`src/rtl/uart_pkg.sv`:
```
// uart_pkg
// Shared definitions for the UART transmit scheduler slice: the scheduler
// FSM state encoding and the default requester count / payload width.
// No ports (package).
package uart_pkg;

    localparam int NREQ_DEFAULT   = 4;
    localparam int DATA_W_DEFAULT = 4;

    typedef enum logic [1:0] {
        ST_IDLE   = 2'd0,
        ST_GRANT  = 2'd1,
        ST_LAUNCH = 2'd2,
        ST_WAIT   = 2'd3
    } sched_state_e;

endpackage

```
`src/rtl/uart_rr_pick.sv`:
```
// uart_rr_pick
// Purely combinational round-robin picker. The search begins at the entry
// just after the last winner (wrapping modulo NREQ), so the last winner has
// the lowest priority on the next pick.
// Ports:
//   req_i       NREQ-bit request vector
//   ptr_i       index of the previous winner
//   grant_oh_o  one-hot winner (all zero when no request)
//   grant_idx_o index of the winner (zero when no request)
module uart_rr_pick
    import uart_pkg::*;
#(
    parameter int NREQ  = NREQ_DEFAULT,
    parameter int IDX_W = $clog2(NREQ)
) (
    input  logic [NREQ-1:0]  req_i,
    input  logic [IDX_W-1:0] ptr_i,
    output logic [NREQ-1:0]  grant_oh_o,
    output logic [IDX_W-1:0] grant_idx_o
);

    logic             found;
    logic [IDX_W-1:0] cand;

    // Walk offsets 1..NREQ from the pointer; the first requesting entry wins.
    always_comb begin
        grant_oh_o  = '0;
        grant_idx_o = '0;
        found       = 1'b0;
        cand        = '0;
        for (int k = 1; k <= NREQ; k++) begin
            cand = IDX_W'((int'(ptr_i) + k) % NREQ);
            if (!found && req_i[cand]) begin
                found            = 1'b1;
                grant_idx_o      = cand;
                grant_oh_o[cand] = 1'b1;
            end
        end
    end

endmodule

```
`src/rtl/uart_tx_scheduler.sv`:
```
// uart_tx_scheduler
// Round-robin scheduler that lets NREQ requesters share one Hamming(7,4)
// UART transmitter. A winner is picked in IDLE, acknowledged and its payload
// captured in GRANT, launched in LAUNCH, and the FSM then waits in WAIT for
// the transmitter's frame-complete pulse.
// Optional feature macro: UART_SCHED_WDOG_EN adds a WAIT-state watchdog of
// WDOG_CYCLES cycles that sets a sticky err_timeout and abandons the frame.
// Ports:
//   clk, rst_n   clock (rising edge) and asynchronous active-low reset
//   ena          global enable; low freezes all state and masks pulses
//   req_valid    per-requester frame request
//   req_data     packed payloads, requester i at [i*DATA_W +: DATA_W]
//   req_ready    one-hot acceptance pulse
//   tx_start     one-cycle launch pulse to the transmitter
//   tx_data      registered payload for the transmitter
//   tx_busy      transmitter busy; blocks new arbitration
//   tx_done      one-cycle frame-complete pulse
//   grant_id     index of the current or most recent winner
//   busy         FSM is not in IDLE
//   err_timeout  sticky watchdog error (0 without the watchdog)
module uart_tx_scheduler
    import uart_pkg::*;
#(
    parameter int          NREQ        = NREQ_DEFAULT,
    parameter int          DATA_W      = DATA_W_DEFAULT,
    parameter int unsigned WDOG_CYCLES = 1024
) (
    input  logic                     clk,
    input  logic                     rst_n,
    input  logic                     ena,
    input  logic [NREQ-1:0]          req_valid,
    input  logic [NREQ*DATA_W-1:0]   req_data,
    output logic [NREQ-1:0]          req_ready,
    output logic                     tx_start,
    output logic [DATA_W-1:0]        tx_data,
    input  logic                     tx_busy,
    input  logic                     tx_done,
    output logic [$clog2(NREQ)-1:0]  grant_id,
    output logic                     busy,
    output logic                     err_timeout
);

    localparam int IDX_W = $clog2(NREQ);

    sched_state_e     state_q, state_d;
    logic [IDX_W-1:0] grant_id_q, grant_id_d;
    logic [IDX_W-1:0] last_grant_q, last_grant_d;
    logic [DATA_W-1:0] tx_data_q, tx_data_d;

    logic [NREQ-1:0]   pick_oh;
    logic [IDX_W-1:0]  pick_idx;
    logic              winner_valid;
    logic [DATA_W-1:0] winner_data;

    uart_rr_pick #(
        .NREQ  (NREQ),
        .IDX_W (IDX_W)
    ) u_pick (
        .req_i       (req_valid),
        .ptr_i       (last_grant_q),
        .grant_oh_o  (pick_oh),
        .grant_idx_o (pick_idx)
    );

    assign winner_valid = req_valid[grant_id_q];
    assign winner_data  = req_data[grant_id_q*DATA_W +: DATA_W];

`ifdef UART_SCHED_WDOG_EN
    localparam int CNT_W = (WDOG_CYCLES > 1) ? $clog2(WDOG_CYCLES) : 1;

    logic [CNT_W-1:0] wdog_q, wdog_d;
    logic             err_q, err_d;
    logic             wdog_hit;

    assign wdog_hit = (wdog_q == CNT_W'(WDOG_CYCLES - 1));

    // Watchdog counts consecutive WAIT cycles from 0 and fires on the last
    // one unless tx_done arrives; the error flag is cleared only by reset.
    always_comb begin
        wdog_d = wdog_q;
        err_d  = err_q;
        if (ena) begin
            if (state_q == ST_WAIT && !tx_done) begin
                if (wdog_hit) begin
                    wdog_d = '0;
                    err_d  = 1'b1;
                end else begin
                    wdog_d = wdog_q + 1'b1;
                end
            end else begin
                wdog_d = '0;
            end
        end
    end

    always_ff @(posedge clk or negedge rst_n) begin
        if (!rst_n) begin
            wdog_q <= '0;
            err_q  <= 1'b0;
        end else begin
            wdog_q <= wdog_d;
            err_q  <= err_d;
        end
    end

    assign err_timeout = err_q;
`else
    assign err_timeout = 1'b0;
`endif

    // Next-state logic. Everything holds while ena is low, which also makes
    // tx_done invisible outside an enabled WAIT cycle.
    always_comb begin
        state_d      = state_q;
        grant_id_d   = grant_id_q;
        last_grant_d = last_grant_q;
        tx_data_d    = tx_data_q;
        if (ena) begin
            case (state_q)
                ST_IDLE: begin
                    if (|pick_oh && !tx_busy) begin
                        state_d    = ST_GRANT;
                        grant_id_d = pick_idx;
                    end
                end
                ST_GRANT: begin
                    // A winner that withdrew its request forfeits the slot
                    // without moving the round-robin pointer.
                    if (winner_valid) begin
                        state_d   = ST_LAUNCH;
                        tx_data_d = winner_data;
                    end else begin
                        state_d = ST_IDLE;
                    end
                end
                ST_LAUNCH: begin
                    state_d = ST_WAIT;
                end
                ST_WAIT: begin
                    if (tx_done) begin
                        state_d      = ST_IDLE;
                        last_grant_d = grant_id_q;
                    end
`ifdef UART_SCHED_WDOG_EN
                    else if (wdog_hit) begin
                        state_d      = ST_IDLE;
                        last_grant_d = grant_id_q;
                    end
`endif
                end
                default: begin
                    state_d = ST_IDLE;
                end
            endcase
        end
    end

    // Reset puts the pointer on the last requester so requester 0 wins first.
    always_ff @(posedge clk or negedge rst_n) begin
        if (!rst_n) begin
            state_q      <= ST_IDLE;
            grant_id_q   <= '0;
            last_grant_q <= IDX_W'(NREQ - 1);
            tx_data_q    <= '0;
        end else begin
            state_q      <= state_d;
            grant_id_q   <= grant_id_d;
            last_grant_q <= last_grant_d;
            tx_data_q    <= tx_data_d;
        end
    end

    // Acknowledge pulse is only raised for a winner that is still requesting.
    always_comb begin
        req_ready = '0;
        if (ena && state_q == ST_GRANT && winner_valid) begin
            req_ready[grant_id_q] = 1'b1;
        end
    end

    assign tx_start = ena && (state_q == ST_LAUNCH);
    assign tx_data  = tx_data_q;
    assign grant_id = grant_id_q;
    assign busy     = (state_q != ST_IDLE);

endmodule

```
`config.mk`:
```
export PLATFORM = sky130hd
export DESIGN_NAME = uart_tx_scheduler
export DESIGN_NICKNAME = d
export VERILOG_FILES = /design/src/rtl/uart_pkg.sv /design/src/rtl/uart_rr_pick.sv /design/src/rtl/uart_tx_scheduler.sv
export SDC_FILE = /design/constraint.sdc
export NUM_CORES = 1
export LEC_CHECK = 0
export ABC_AREA = 1
export CAP_MARGIN = 10
export CORE_ASPECT_RATIO = 1.4
export CORE_UTILIZATION = 35
export DETAILED_ROUTE_END_ITERATION = 6
export SLEW_MARGIN = 20
export SYNTH_ARGS = -nofsm -noshare
export SYNTH_HDL_FRONTEND = slang
export SYNTH_HIERARCHICAL = 1
export SYNTH_SLANG_ARGS = --single-unit
```
`constraint.sdc`:
```
create_clock -name clk -period 4.6 [get_ports clk]
set_input_delay 0.46 -clock clk [delete_from_list [all_inputs] [get_ports clk]]
set_output_delay 0.46 -clock clk [all_outputs]
set_load 0.05 [all_outputs]
```
* After elaboration in Yosys (flattened, before gate mapping)
Cells that the tools add are included.
** Word-level totals
- Word-level logic and storage cells :: 86
- Register bits after elaboration :: 10
- Output and inout port bits :: 13
** Cells by class
- Reduce and logical (&&, ||, !) cells :: 23
- Multiplexer cells :: 36
- Shifts and indexed selects :: 1
- Equal/unequal tests :: 5
- Magnitude comparators :: 10
- $add $sub $neg :: 4
- Bitwise operators :: 3
** Operator list (count)
- $mux 4 :: 5
- $shiftx 16x5->4 :: 1
- $lt 2x3->1 const B :: 5
- $mux 2 :: 7
- $mux 1 :: 13
- $logic_and 1x1->1 :: 12
- $or 4x4->4 :: 3
- $reduce_and 3->1 :: 4
- $bmux 1 s2 :: 5
- $demux 1 s2 :: 5
- $ge 2x1->1 const B :: 5
- $pmux 2 s4 :: 1
- $add 2x1->2 const B :: 2
- $add 2x2->2 const B :: 2
- $eq 2x2->1 const B :: 2
- $logic_not 1->1 :: 4
- $ne 2x2->1 const B :: 2
- $reduce_or 4->1 :: 1
- $eq 2x1->1 const B :: 1
- $logic_not 2->1 :: 1
- $reduce_bool 2->1 :: 1

* Logic depth before layout (Yosys ltp)
Gate-level depths: netlist of the first run.
- Word-level depth :: 17
- Mapped depth :: 16
- Mapped depth without buffers :: 16

* By module
Netlist of the first run, hierarchy kept.
** By module, submodules not included
- uart_tx_scheduler :: cells an instance 116, area each 721.9 µm², times used 1
- uart_rr_pick :: cells an instance 75, area each 474.2 µm², times used 1

* Worst setup path after synthesis of the first run
No wires, ideal clock.
- Kind :: register to output
- From :: reg grant_id_q[1], in the netlist grant_id[1]
- To :: out req_ready[0]
- Path buffers :: 1
- Arrival :: 1.812 ns
- Path slack :: 2.328 ns
- Cell stages (with the launch flop) :: 7
- Data required time :: 4.140 ns
- Cell sequence :: dfrtp_1 -> buf_2 -> inv_2 -> nand2_1 -> nand2_2 -> nand2_4 -> nor2_1
** On the way
- Cells in the longest elaborated chain, start to end :: 5
- Elaborated cells between the ends (all ways) :: 9
** RTL lines
- start, declared :: RTL line uart_tx_scheduler.sv:46 : logic [IDX_W-1:0] grant_id_q, grant_id_d;
- start signal, assigned :: RTL line uart_tx_scheduler.sv:167 : grant_id_q <= grant_id_d;
- $lt 2x3->1 (not written as such) / $ge 2x1->1 (equally long branches) :: RTL line uart_tx_scheduler.sv:177 : req_ready[grant_id_q] = 1'b1;
- $logic_and 1x1->1 (not written as such) :: RTL line uart_tx_scheduler.sv:177
- $mux 1 (not written as such) :: RTL line uart_tx_scheduler.sv:177
- $demux 1 s2 :: RTL line uart_tx_scheduler.sv:177
- $mux 4 * :: RTL line uart_tx_scheduler.sv:176 : if (ena && state_q == ST_GRANT && winner_valid) begin
- end, declared :: RTL line uart_tx_scheduler.sv:33 : output logic [NREQ-1:0] req_ready,
Mark *: on every way between the ends. The rest lies on a longest branch, timed or not. The select of a mux whose other input is x is not followed.

* Final worst setup path of the first run
- From :: in ena
- To :: out req_ready[1]
** On the way
- Cells in the longest elaborated chain, start to end :: 3
** RTL lines
- start, declared :: RTL line uart_tx_scheduler.sv:30 : input logic ena,
- $logic_and 1x1->1 (2 in series) :: RTL line uart_tx_scheduler.sv:176
- $mux 4 :: RTL line uart_tx_scheduler.sv:176
Every way passes these cells.

==> out/results.txt, run 1 <==
Outcome: completed
Syn avg cell area: 6.26 um2
Final Hold Fails: 0
Sequential area share after synthesis: 21.1%
Placed Instances: 262
Post-synthesis adder-cell area fraction: 8.37%
Wirelength per Cell: 11.0 um
Rel. slew slack: 65.8%
Final Non-Filler Cells: 266
Worst setup EP type: output pin
Filler cells: 355
Synth Instances: 191
Vias in the first global route: 1199
Top cells by count, synth: nand2_1, nand3_1, nor2_1, inv_1
Largest family of logic cells by synthesized area: simple AND/OR/NAND/NOR gates
Port Buf Inserts: 36
Setup tns final: 0 ns
First-pass GRT wire length: 4.89 mm
Critical Path Most Common Cell: clkdlybuf4s50_1
Crit-path slowest cell: clkdlybuf4s50_1
Worst Hold Launch: tx_data[0]
Buffer count from post-CTS setup fixing: 0
Ports: 38
Share of cells above drive strength 1: 14.1%
Initial DRC count: 30
Worst-path maximum fanout: 9
Worst slew pin tran: 0.512 ns
Post-cts sizing count: 0
Clk_skew: 0.00142 ns
Post-route minimum period: 2.88 ns
Antenna cells: 0
Vias per cell: 4.74
Fin nets: 261
Count leader, synth: nand2_1
Crit Path Class: primary input to output pin
HP Class: register to register
Critical path's largest stage delay: 0.81 ns
Leak: 0.831 nW
Distinct cells, synth: 25
Synth Area in Simple Gates: 53.1%
DRT antenna net count: 0
Clk buf depth: 2
Number of remaining DRC errors: 0
Cell family with the largest share of critical-path delay: buffers and inverters
Worst Setup SP: ena
Post-synthesis register bit count: 10
Buf/Inv on CP: 3
Final period util: 62.5%
Max Slew Vio Count: 0
Highest Clock Rate: 348 MHz
Post-synth top area share: 26.7%
Ys flop type: dfrtp_1
Synth warn: 6
Worst vdd ir: 0.000411 V
Largest net degree at the start of global routing: 16
CP Data Required Time: 4.14 ns
Largest cells by area after synthesis: nand2_1, dfrtp_1, ha_1, nand3_1, dfstp_2
Sequential Area: 253 um2
Largest area contributor in the netlist: nand2_1
# Max-Cap Violations: 0
Drt pass-1 iters: 4
Worst path cell trace: clkdlybuf4s50_1, inv_1, nor3_4, nand2_4, nor2_1, clkdlybuf4s50_1
Initial core utilization: 37.6%
Overflow after GRT: 0
Total track usage: 17.2%
Core Area: 3180 um2
RSZ-0062 raised after global routing: no
Clock network latency to the later pin of the worst-skew pair: 0.23 ns
CTS Buf Count: 3
Post-synth EDFFs: 0
CTS H-Tree Depth: 1
Crit path launch type: primary input
TritonCTS clock tree: built
Vias: 1262
Reg2reg start: last_grant_q[0]
Compound-Gate Fraction of Synth Area: 8.68%
Die Height: 71.2 um
Power per standard cell area: 703 nW/um2
Clk slew on worst S/H paths: 0.05 ns
Post-Synth XOR/XNOR Area: 0%
Post-Route WL: 2.93 mm
DP Wirelength: 2.40 mm
Synth async-reset ratio: 100%
Std cell rows: 24
Cell area after synthesis: 1200 um2
Area grow syn2layout: 36.2%
Post-Syn Nets: 224
Multi-input logic area: 843 um2
Arr. time, crit path: 2.42 ns
CTS Root Cell: clkbuf_8
Post-synthesis mux area share: 0%
Final setup fails: 0
Die width: 51.4 um
Initial antenna violation count: 0
CTS Sinks: 10
Routability cong.: 0.756
Die Footprint: 3660 um2
Hold-fix buffers at CTS: 0
[worst paths after layout]
kind                       slack (ns)  cells after the start              end
setup / recovery                 1.72                      6     req_ready[1]
hold / removal                   0.48                      2       tx_data[0]
setup reg to reg                 2.22                     13      grant_id[0]
hold reg to reg                  0.48                      2       tx_data[0]
max in group asynchronous        3.74                      1  last_grant_q[1]
min in group asynchronous        0.54                      1       state_q[0]
[layout make-up]
class,instances,share of cell area (%)
clock buffers,4,3.38
inverters,17,4.22
multi-input cells,160,51.8
flip-flops and latches,10,15.5
well taps,39,3.00
repair buffers,36,22.1
[registers in the layout (all words and copies together) (netlist names), named ones only]
register and count:
state_q 1, last_grant_q 2, tx_data 4, grant_id 2
[logic make-up (layout without fill, tap and decap cells)]
group | count (synthesis) | after routing
AOI/OAI and AO/OA | 17 | 17
adders and majority gates | 8 | 8
buffers and inverters | 21 | 57
DFF | 10 | 10
other | 1 | 1
and+or+nand+nor | 134 | 134
[power breakdown]
group          switching, mW  leakage (nW)  internal, mW
logic                  0.544         0.680         0.284
clock network         0.0301        0.0288        0.0749
registers             0.0753         0.122         0.137
[layout by cell type (no fill, tap or decap), types with 6 or more instances in the layout]
master           netlist  layout
a21oi_1                6       6
clkdlybuf4s50_1        0      36
dfrtp_1                8       8
ha_1                   8       8
inv_1                 10      10
inv_2                  6       6
nand2_1               85      85
nand2_2                6       6
nand3_1               16      16
nor2_1                14      14
[through the flow]
step | worst slack, ns | area [um2] | power (mW) | utilization [%] | hold WS [ns]
6_report | 1.72 | 1630 | 1.14 | 51.2 | 0.475
5_1_grt | 1.57 | 1630 | 1.26 | 51.2 | 0.514
4_1_cts | 1.70 | 1630 | 1.16 | 51.2 | 0.481
3_5_place_dp | 1.72 | 1570 | 1.05 | 49.4 | 0.466
3_3_place_gp | 1.78 | 1570 | 1.03 | 49.4 | 0.466
2_1_floorplan | 2.33 | 1200 | 0.853 | - | 0.164
[worst min-delay path, delay by kind of cell, from the launching register on]
family	cells	cell delay (ns)
DFF	1	0.34
and+or+nand+nor	2	0.10
[metal layers]
metal	vias to the layer above	wire length, um	track usage, %
li1	676	-	-
met1	555	1190	17.7
met2	27	1620	34.1
met3	4	95	2.80
met4	0	23	4.50
met5	-	0	0
Power figures use the tool's default switching activity.
==> inputs of run 2 (changes only) <==
Settings changed: PLACE_DENSITY set to 0.66.
Clock period 4.6 ns to 2.4 ns, I/O delays scaled along.
==> run 2 against run 1 <==
Setup slack got worse by 1.5 ns. Non-clock buffer count increased by 3. Wire length increased by 1.6%. Core utilization increased by 1.6 points.
==> out/results.txt, run 2 (synthesis results as in run 1) <==
Antenna cells: 0
Largest register FFs: 4
Initial core utilization: 37.6%
Logic gate share of total power: 76.2%
Clk slew on worst S/H paths: 0.05 ns
Part of the power in the clock network: 8.0%
Wirelength per Cell: 11.1 um
Worst vdd ir: 0.000722 V
Vias per cell: 4.81
TritonCTS clock tree: built
Largest net degree at the start of global routing: 14
Die Height: 71.2 um
CTS Sinks: 10
First-pass GRT wire length: 5.14 mm
Worst-path maximum fanout: 7
Initial DRC count: 49
Worst setup EP type: register
HP Class: primary input to async pin
RSZ-0062 raised after global routing: no
CTS H-Tree Depth: 1
CTS Root Cell: clkbuf_8
Fin nets: 264
Rel. slew slack: 66.3%
Vias: 1295
RR Endpoint: grant_id[0]
Crit Path Class: register to register
Post-Route WL: 2.98 mm
Routability cong.: 0.804
DP Wirelength: 2.40 mm
Sequential share of power: 15.7%
Max Slew Vio Count: 0
Crit path launch type: register
Power per standard cell area: 1340 nW/um2
Overflow after GRT: 0
DRT antenna net count: 0
Drt pass-1 iters: 5
Arr. time, crit path: 2.32 ns
Outcome: completed
CP endpoint: grant_id[0]
Total track usage: 18.3%
Final Non-Filler Cells: 269
Commonest non-fill, non-tap cell in the layout: nand2_1
Core Area: 3180 um2
Most frequent cells in the layout: nand2_1, clkdlybuf4s50_1, nand3_1, nor2_1, inv_1
Setup tns final: 0 ns
Leak: 0.860 nW
Std cell rows: 24
Die Footprint: 3660 um2
Final setup fails: 0
Clock network latency to the later pin of the worst-skew pair: 0.24 ns
Worst slew pin tran: 0.504 ns
R2R cell count: 12
Initial antenna violation count: 0
Share of cells above drive strength 1: 17.0%
CTS Buf Count: 3
Die width: 51.4 um
Filler cells: 330
CP Data Required Time: 2.51 ns
Flop2flop setup slack: 0.19 ns
Worst Setup SP: last_grant_q[1]
Final hold slack: 0.318 ns
Final period util: 92.2%
Highest Clock Rate: 452 MHz
Clk_skew: 0.00781 ns
Post-route minimum period: 2.21 ns
Crit-path slowest cell: dfstp_2
Switching Fraction: 57.1%
Reg2reg start: last_grant_q[1]
Int Power: 0.962 mW
Ports: 38
# Max-Cap Violations: 0
Final Hold Fails: 0
Worst path cell trace: inv_1, ha_1, inv_1, nand2_4, a21boi_0, a21oi_1, nand3_1, nor2_1, nand2_1, nand4_1, nand2_1, o21ai_0
Sw Pwr: 1.28 mW
Number of remaining DRC errors: 0
Vias in the first global route: 1256
Area grow syn2layout: 40.4%
Port Buf Inserts: 36
Clk buf depth: 2
Critical path's largest stage delay: 0.52 ns
Placed Instances: 265
==> run 2: changes by cell type in the layout (fill, tap and decap cells not counted), sizes merged <==
cell           delta
buf               +8
clkdlybuf4s50     -5
==> run 2: per-layer routing <==
metal	GRT usage, %	routed length [um]	share of wire (%)	vias to the layer above
li1	-	-	-	679
met1	18.8	1180	40	560
met4	9.31	119	4.0	0
met3	3.01	112	3.8	14
met2	34.2	1560	53	42
met5	0	0	0	-
==> run 2: worst min-delay path by stage <==
stage | slack, ns | cells after the start | from | to
3_3_place_gp | 0.46 | 2 | tx_data[0] | tx_data[0]
6_report | 0.32 | 1 | rst_n | state_q[0]
2_1_floorplan | -0.06 | 0 | rst_n | async pin
4_1_cts | 0.33 | 1 | rst_n | tx_data[2]
3_5_place_dp | 0.47 | 2 | tx_data[1] | tx_data[1]
5_1_grt | 0.36 | 1 | rst_n | state_q[0]
==> run 2: power groups by stage <==
stage | sequential (mW) | combinational [mW] | clock, mW
3_3_place_gp | 0.353 | 1.70 | 0
4_1_cts | 0.354 | 1.71 | 0.185
5_1_grt | 0.365 | 1.91 | 0.197
6_report | 0.353 | 1.71 | 0.180
3_5_place_dp | 0.353 | 1.70 | 0
2_1_floorplan | 0.505 | 1.13 | 0
==> run 2: stage by stage <==
| stage | total power [mW] | area [um2] | setup slack, ns | utilization, % |
|---|---|---|---|---|
| after floorplan | 1.63 | 1200 | 0.318 | - |
| after global placement | 2.06 | 1630 | 0.246 | 51.3 |
| after detailed placement | 2.06 | 1630 | 0.239 | 51.3 |
| after CTS | 2.25 | 1680 | 0.224 | 52.8 |
| after global routing | 2.47 | 1680 | 0.00375 | 52.8 |
| final | 2.24 | 1680 | 0.188 | 52.8 |
==> run 2: area by class of cell <==
| type | count | area [um2] | share of cell area (%) |
|---|---|---|---|
| multi-input combinational | 160 | 843 | 50.2 |
| clock buffer | 4 | 45.0 | 2.68 |
| timing repair buffer | 39 | 420 | 25.0 |
| tap | 39 | 48.8 | 2.91 |
| inverter | 17 | 68.8 | 4.10 |
| sequential | 10 | 253 | 15.1 |
==> run 2: worst max-delay path, delay by kind of cell (launching register included) <==
kind,cells,cell delay (ns)
buffers and inverters,2,0.28
adders and majority gates,1,0.35
DFF,1,0.52
and+or+nand+nor,6,0.51
AOI/OAI and AO/OA,3,0.42
==> run 2: what timing repair did <==
item,4_1_cts,5_1_grt
buffers inserted,0,0
endpoints found under the setup margin,0,1
hold buffers,0,0
resized for setup,0,1
